### src/rtl/ub_sequencer.sv
// Unified-buffer sequencer: walks a job of tiles through load, accumulator wait and store.
// Moore FSM with every output registered; abort and reset cancel a job without a done pulse.
module ub_sequencer #(
  parameter int unsigned ADDR_W     = 13,
  parameter int unsigned UB_DEPTH   = 64,
  parameter int unsigned TILE_WORDS = 4,
  parameter int unsigned TIMEOUT    = 255
) (
  input  logic              clk,
  input  logic              reset,
  input  logic              start,
  input  logic              abort,
  input  logic [ADDR_W-1:0] in_base,
  input  logic [ADDR_W-1:0] out_base,
  input  logic [3:0]        num_tiles,
  input  logic              acc1_full,
  input  logic              acc2_full,
  output logic [ADDR_W-1:0] ub_addr,
  output logic              ub_load_input,
  output logic              ub_store,
  output logic              busy,
  output logic              done,
  output logic              err,
  output logic [3:0]        tile_idx
);

  typedef enum logic [2:0] {StIdle, StLoad, StWaitAcc, StStore, StDone} state_e;

  localparam int unsigned RangeW = ADDR_W + 2;
  localparam logic [7:0] TimeoutLast = 8'(TIMEOUT - 1);

  state_e            state_q;
  logic [ADDR_W-1:0] in_base_q;
  logic [ADDR_W-1:0] out_base_q;
  logic [3:0]        num_q;
  logic [7:0]        wait_cnt_q;

  logic [RangeW-1:0] span;
  logic [RangeW-1:0] in_end;
  logic [RangeW-1:0] out_end;
  logic              range_ok;

  // Range check is done two bits wider than the address so a wrap cannot pass.
  always_comb begin
    span     = RangeW'(TILE_WORDS) * RangeW'(num_tiles);
    in_end   = RangeW'(in_base) + span;
    out_end  = RangeW'(out_base) + span;
    range_ok = (in_end <= RangeW'(UB_DEPTH)) && (out_end <= RangeW'(UB_DEPTH));
  end

  function automatic logic [ADDR_W-1:0] tile_addr(input logic [ADDR_W-1:0] base,
                                                  input logic [3:0]        idx);
    logic [ADDR_W-1:0] off;
    off = ADDR_W'(TILE_WORDS) * ADDR_W'(idx);
    return base + off;
  endfunction

  always_ff @(posedge clk) begin
    if (reset) begin
      state_q       <= StIdle;
      in_base_q     <= '0;
      out_base_q    <= '0;
      num_q         <= '0;
      wait_cnt_q    <= '0;
      ub_addr       <= '0;
      ub_load_input <= 1'b0;
      ub_store      <= 1'b0;
      busy          <= 1'b0;
      done          <= 1'b0;
      err           <= 1'b0;
      tile_idx      <= '0;
    end else if (abort) begin
      // err and tile_idx deliberately keep their values.
      state_q       <= StIdle;
      ub_load_input <= 1'b0;
      ub_store      <= 1'b0;
      busy          <= 1'b0;
      done          <= 1'b0;
    end else begin
      unique case (state_q)
        StIdle: begin
          done <= 1'b0;
          if (start) begin
            if (!range_ok) begin
              err <= 1'b1;
            end else begin
              err        <= 1'b0;
              busy       <= 1'b1;
              in_base_q  <= in_base;
              out_base_q <= out_base;
              num_q      <= num_tiles;
              tile_idx   <= '0;
              if (num_tiles == 4'd0) begin
                state_q <= StDone;
                done    <= 1'b1;
              end else begin
                state_q       <= StLoad;
                ub_load_input <= 1'b1;
                ub_addr       <= in_base;
              end
            end
          end
        end
        StLoad: begin
          ub_load_input <= 1'b0;
          wait_cnt_q    <= '0;
          state_q       <= StWaitAcc;
        end
        StWaitAcc: begin
          if (acc1_full && acc2_full) begin
            state_q  <= StStore;
            ub_store <= 1'b1;
            ub_addr  <= tile_addr(out_base_q, tile_idx);
          end else if (wait_cnt_q == TimeoutLast) begin
            state_q <= StIdle;
            err     <= 1'b1;
            busy    <= 1'b0;
          end else begin
            wait_cnt_q <= wait_cnt_q + 8'd1;
          end
        end
        StStore: begin
          ub_store <= 1'b0;
          if (tile_idx == num_q - 4'd1) begin
            state_q <= StDone;
            done    <= 1'b1;
          end else begin
            tile_idx      <= tile_idx + 4'd1;
            state_q       <= StLoad;
            ub_load_input <= 1'b1;
            ub_addr       <= tile_addr(in_base_q, tile_idx + 4'd1);
          end
        end
        StDone: begin
          done    <= 1'b0;
          busy    <= 1'b0;
          state_q <= StIdle;
        end
        default: state_q <= StIdle;
      endcase
    end
  end

endmodule

### config.mk
export PLATFORM = sky130hd
export DESIGN_NAME = ub_sequencer
export DESIGN_NICKNAME = d
export VERILOG_FILES = /design/src/rtl/ub_sequencer.sv
export SDC_FILE = /design/constraint.sdc
export NUM_CORES = 1
export LEC_CHECK = 0
export ABC_AREA = 1
export CAP_MARGIN = 20
export CORE_MARGIN = 1.5
export CORE_UTILIZATION = 56
export CTS_BUF_LIST = sky130_fd_sc_hd__clkbuf_4
export CTS_CLUSTER_DIAMETER = 60
export DETAILED_ROUTE_END_ITERATION = 10
export MAX_ROUTING_LAYER = met4
export PLACE_DENSITY_LB_ADDON = 0.08
export SLEW_MARGIN = 10
export SYNTH_ARGS = -nofsm -noshare
export SYNTH_HDL_FRONTEND = slang
export SYNTH_SLANG_ARGS = --single-unit
### constraint.sdc
create_clock -name clk -period 3.16 [get_ports clk]
set_clock_uncertainty 0.2 [all_clocks]
set_input_delay 0.316 -clock clk [delete_from_list [all_inputs] [get_ports clk]]
set_output_delay 0.316 -clock clk [all_outputs]
set_load 0.1 [all_outputs]
==> impl_metrics.py <==
metrics = {
    "outcome": {
        "status": "finished, final reports clean",
    },
    "routing": {
        "dr.pass1.iters": 5,
        "dr_total_vias": 4583,
        "wl_um": 11610,
        "drc": 0,
        "wl_per_cell_um": 13.58,
        "ant_nets": 0,
        "drt-vias-per-instance": 5.360,
        "drt_iter0_markers": 282,
    },
    "setup_path": {
        "max_stage_delay_ps": 540,
        "arrival_ps": 3040,
        "crit_chain": "clkdlybuf4s50_1, ha_1, fa_1, nor2_1, nand2_1, nor2_1, nand3_1, nand2_1, nand3_1, nor2_2, nand2_2, nand2_2, nand3_2, nand2_1, inv_1, nor2_1",
        "r2r_slack_ps": 460,
        "timing.rr.start": "tile_idx[1]",
        "required_ps": 3320,
        "cp_slowest_cell": "clkdlybuf4s50_1",
        "end_kind": "flip-flop",
        "cp_max_fo": 13,
        "r2r-end": "ub_addr[9]",
        "start_kind": "primary input",
        "reg2reg_depth": 15,
        "critPathKind": "primary input to flip-flop",
    },
    "clocking": {
        "h-tree-depth": 3,
        "clkTransAtPathRegs_ps": 110,
        "cts_setup_buffers": 0,
        "insertion_delay_ps": 420,
        "ctsResizeCount": 0,
        "clockRootBuffer": "clkbuf_4",
        "clockBufferDepth": 2,
        "cts_tree": "built",
        "clkSinkCount": 63,
        "hold_buffers": 0,
        "cts_buffers": 9,
    },
    "floorplan": {
        "core-area_sq_mm": 0.007370,
        "die_h_um": 90.86,
        "initial_core_util_pct": 58.66,
        "die-area_sq_mm": 0.008256,
        "io_pins": 58,
        "rows": 31,
        "die_w_um": 90.86,
    },
    "worst_hold_path": {
        "hold_end": "ub_load_input",
        "worstHoldPathType": "flip-flop to flip-flop",
        "holdPathStages": 2,
        "holdCritStartpoint": "ub_load_input",
    },
    "cells_and_area": {
        "nets": 811,
        "mostFrequentLayoutCells": "nand2_1 (177), inv_1 (99), nor2_1 (89)",
        "final_common_cell": "nand2_1",
        "area_growth_pct": 19.51,
        "num_antenna_cells": 0,
        "fillers": 652,
        "drive_above_1_share_pct": 12.04,
        "final_core_util_pct": 70.10,
    },
    "run": {
        "cap_violations": 0,
    },
    "yosys": {
        "syn_area_per_cell_sq_um": 6.367,
        "synth.yosys.seq_area_share_pct": 29.18,
        "yosysUniqueCellTypes": 39,
        "synth_compound_area_share_pct": 10.25,
        "synth_xor_area_share_pct": 2.229,
        "synth_top_family_by_area": "simple AND/OR/NAND/NOR gates",
        "synthMuxAreaShare_pct": 0,
        "synth-simple-area-share_pct": 38.99,
        "yosys.area.top_type": "dfxtp_1",
        "synthTopCellsByArea": "dfxtp_1 (29%), nand2_1 (15%), inv_1 (8.6%), nor2_1 (7.7%), ha_1 (5.8%)",
        "synth_area_sq_mm": 0.004323,
        "syn_nets": 739,
        "yosysWarnings": 0,
        "synth-seq-cells": 63,
        "synth_fa_ha_area_share_pct": 7.641,
        "synth.top_cell.area_share_pct": 29.18,
        "syn_inst": 679,
    },
    "timing": {
        "timing.final.crit_share_pct": 91.05,
        "period_minus_slack_ps": 2877,
        "slew_viol_final": 0,
        "rsz0062_at_grt": "false",
        "hold_viol_final": 0,
        "worst_slew_margin_rel_pct": 64.15,
        "fmax_mhz": 347.5,
        "tightestPinTransition_ps": 536.6,
        "final-setup-viol-count": 0,
        "setup-tns-final_ps": 0,
    },
    "power": {
        "power.internal_uw": 1050,
        "pwr-share-seq_pct": 53.3,
        "switching_share_pct": 29.69,
        "leakage_uw": 0.002370,
        "p_switching_uw": 443.2,
        "power_per_cell_area_mw_per_mm2": 289.0,
        "ir_drop_mv": 0.1871,
        "clkPwrFrac_pct": 32.4,
        "power.share.combinational_pct": 14.3,
    },
    "global_routing": {
        "grt_use_total_pct": 30.18,
        "grt_pass1_wl_um": 19640,
        "overflow": 0,
        "grt_pass1_vias": 4354,
        "grt_max_degree": 17,
        "antenna_found_initial": 0,
    },
    "placed_design": {
        "routabilityCongestion": 0.9331,
        "port_buffers": 57,
        "dp_hpwl_um": 9148,
    },
}
## area by class of cell
| class | instances | area [sq um] | area share [%] |
|---|---|---|---|
| Clock inverter | 7 | 47.55 | 0.9203 |
| Clock buffer | 9 | 67.56 | 1.308 |
| Timing Repair Buffer | 79 | 705.7 | 13.66 |
| Multi-Input combinational cell | 490 | 2555 | 49.46 |
| Tap cell | 99 | 123.9 | 2.398 |
| Sequential cell | 63 | 1261 | 24.41 |
| Inverter | 108 | 405.4 | 7.847 |
## metal layers
metal  GRT usage, %  routed length [um]  vias to the layer above  part of all wire (%)
li1               -                   -                     2323                     -
met1          37.26                5245                     2058                    45
met2          48.87                5269                      168                    45
met3          4.545                 700                       34                   6.0
met4          13.15                 391                        0                   3.4
met5              -                   0                        -                     0
## through the flow
step                      power, uW  std cells  area, sq um  setup slack [ps]  hold WS [ps]
after floorplan               925.9        679         4323             163.2         231.1
after global placement         1022        839         5051            -80.50         244.0
after detailed placement       1025        839         5051            -145.3         246.6
after CTS                      1497        855         5166             286.7         264.1
after global routing           1554        855         5166             39.53         298.7
final                          1493        855         5166             282.7         261.8
## registers in the layout, summed over array words and instances (netlist names)
| register | flops |
|---|---|
| ub_store | 1 |
| ub_addr | 13 |
| wait_cnt_q | 8 |
| busy | 1 |
| tile_idx | 4 |
| done | 1 |
| num_q | 4 |
| state_q | 3 |
| in_base_q | 13 |
| ub_load_input | 1 |
| err | 1 |
| out_base_q | 13 |
## worst max-delay path, delay by kind of cell
kind,cells,cell delay (ps)
adders and majority gates,2,640
buffers and inverters,2,590
and+or+nand+nor,12,1490
## kinds of logic (layout without fill, tap and decap cells)
group,count (synthesis),after routing
xor+xnor,11,11
flops,63,63
simple gates,375,375
fa+ha+maj,24,24
buf+inv,126,203
compound gates,80,80
## worst max-delay path by stage
stage | end | from | cells after the start | slack [ps]
after global placement | ub_addr[1] | num_tiles[0] | 16 | -80
after CTS | ub_addr[11] | num_tiles[0] | 16 | 290
after detailed placement | ub_addr[6] | num_tiles[0] | 16 | -150
after global routing | ub_addr[7] | num_tiles[0] | 16 | 40
after floorplan | ub_addr[9] | tile_idx[1] | 14 | 160
final | ub_addr[0] | num_tiles[0] | 16 | 280
## power groups by stage
| stage | combinational (uW) | clock [uW] | sequential, uW |
|---|---|---|---|
| finish | 214 | 484 | 795 |
| global placement | 209 | 0 | 813 |
| detailed placement | 212 | 0 | 813 |
| global route | 236 | 522 | 796 |
| floorplan | 106 | 0 | 820 |
| CTS | 213 | 489 | 795 |
## Yosys cell counts, drive strengths merged
cell     number
a221oi        1
o21ai        15
o22ai         6
nand3b        2
nand4        29
inv         105
dfxtp        63
o211ai        1
xnor2         6
nor3b         1
a22o          1
nor3         14
o31ai         1
buf          13
nor2         98
clkbuf        5
a21oi        49
clkinv        3
xor2          5
nor4          1
nand2       182
o2111ai       1
ha           20
nand3        48
a211oi        1
a31oi         4
fa            4
(Power assumes the default switching activity.)
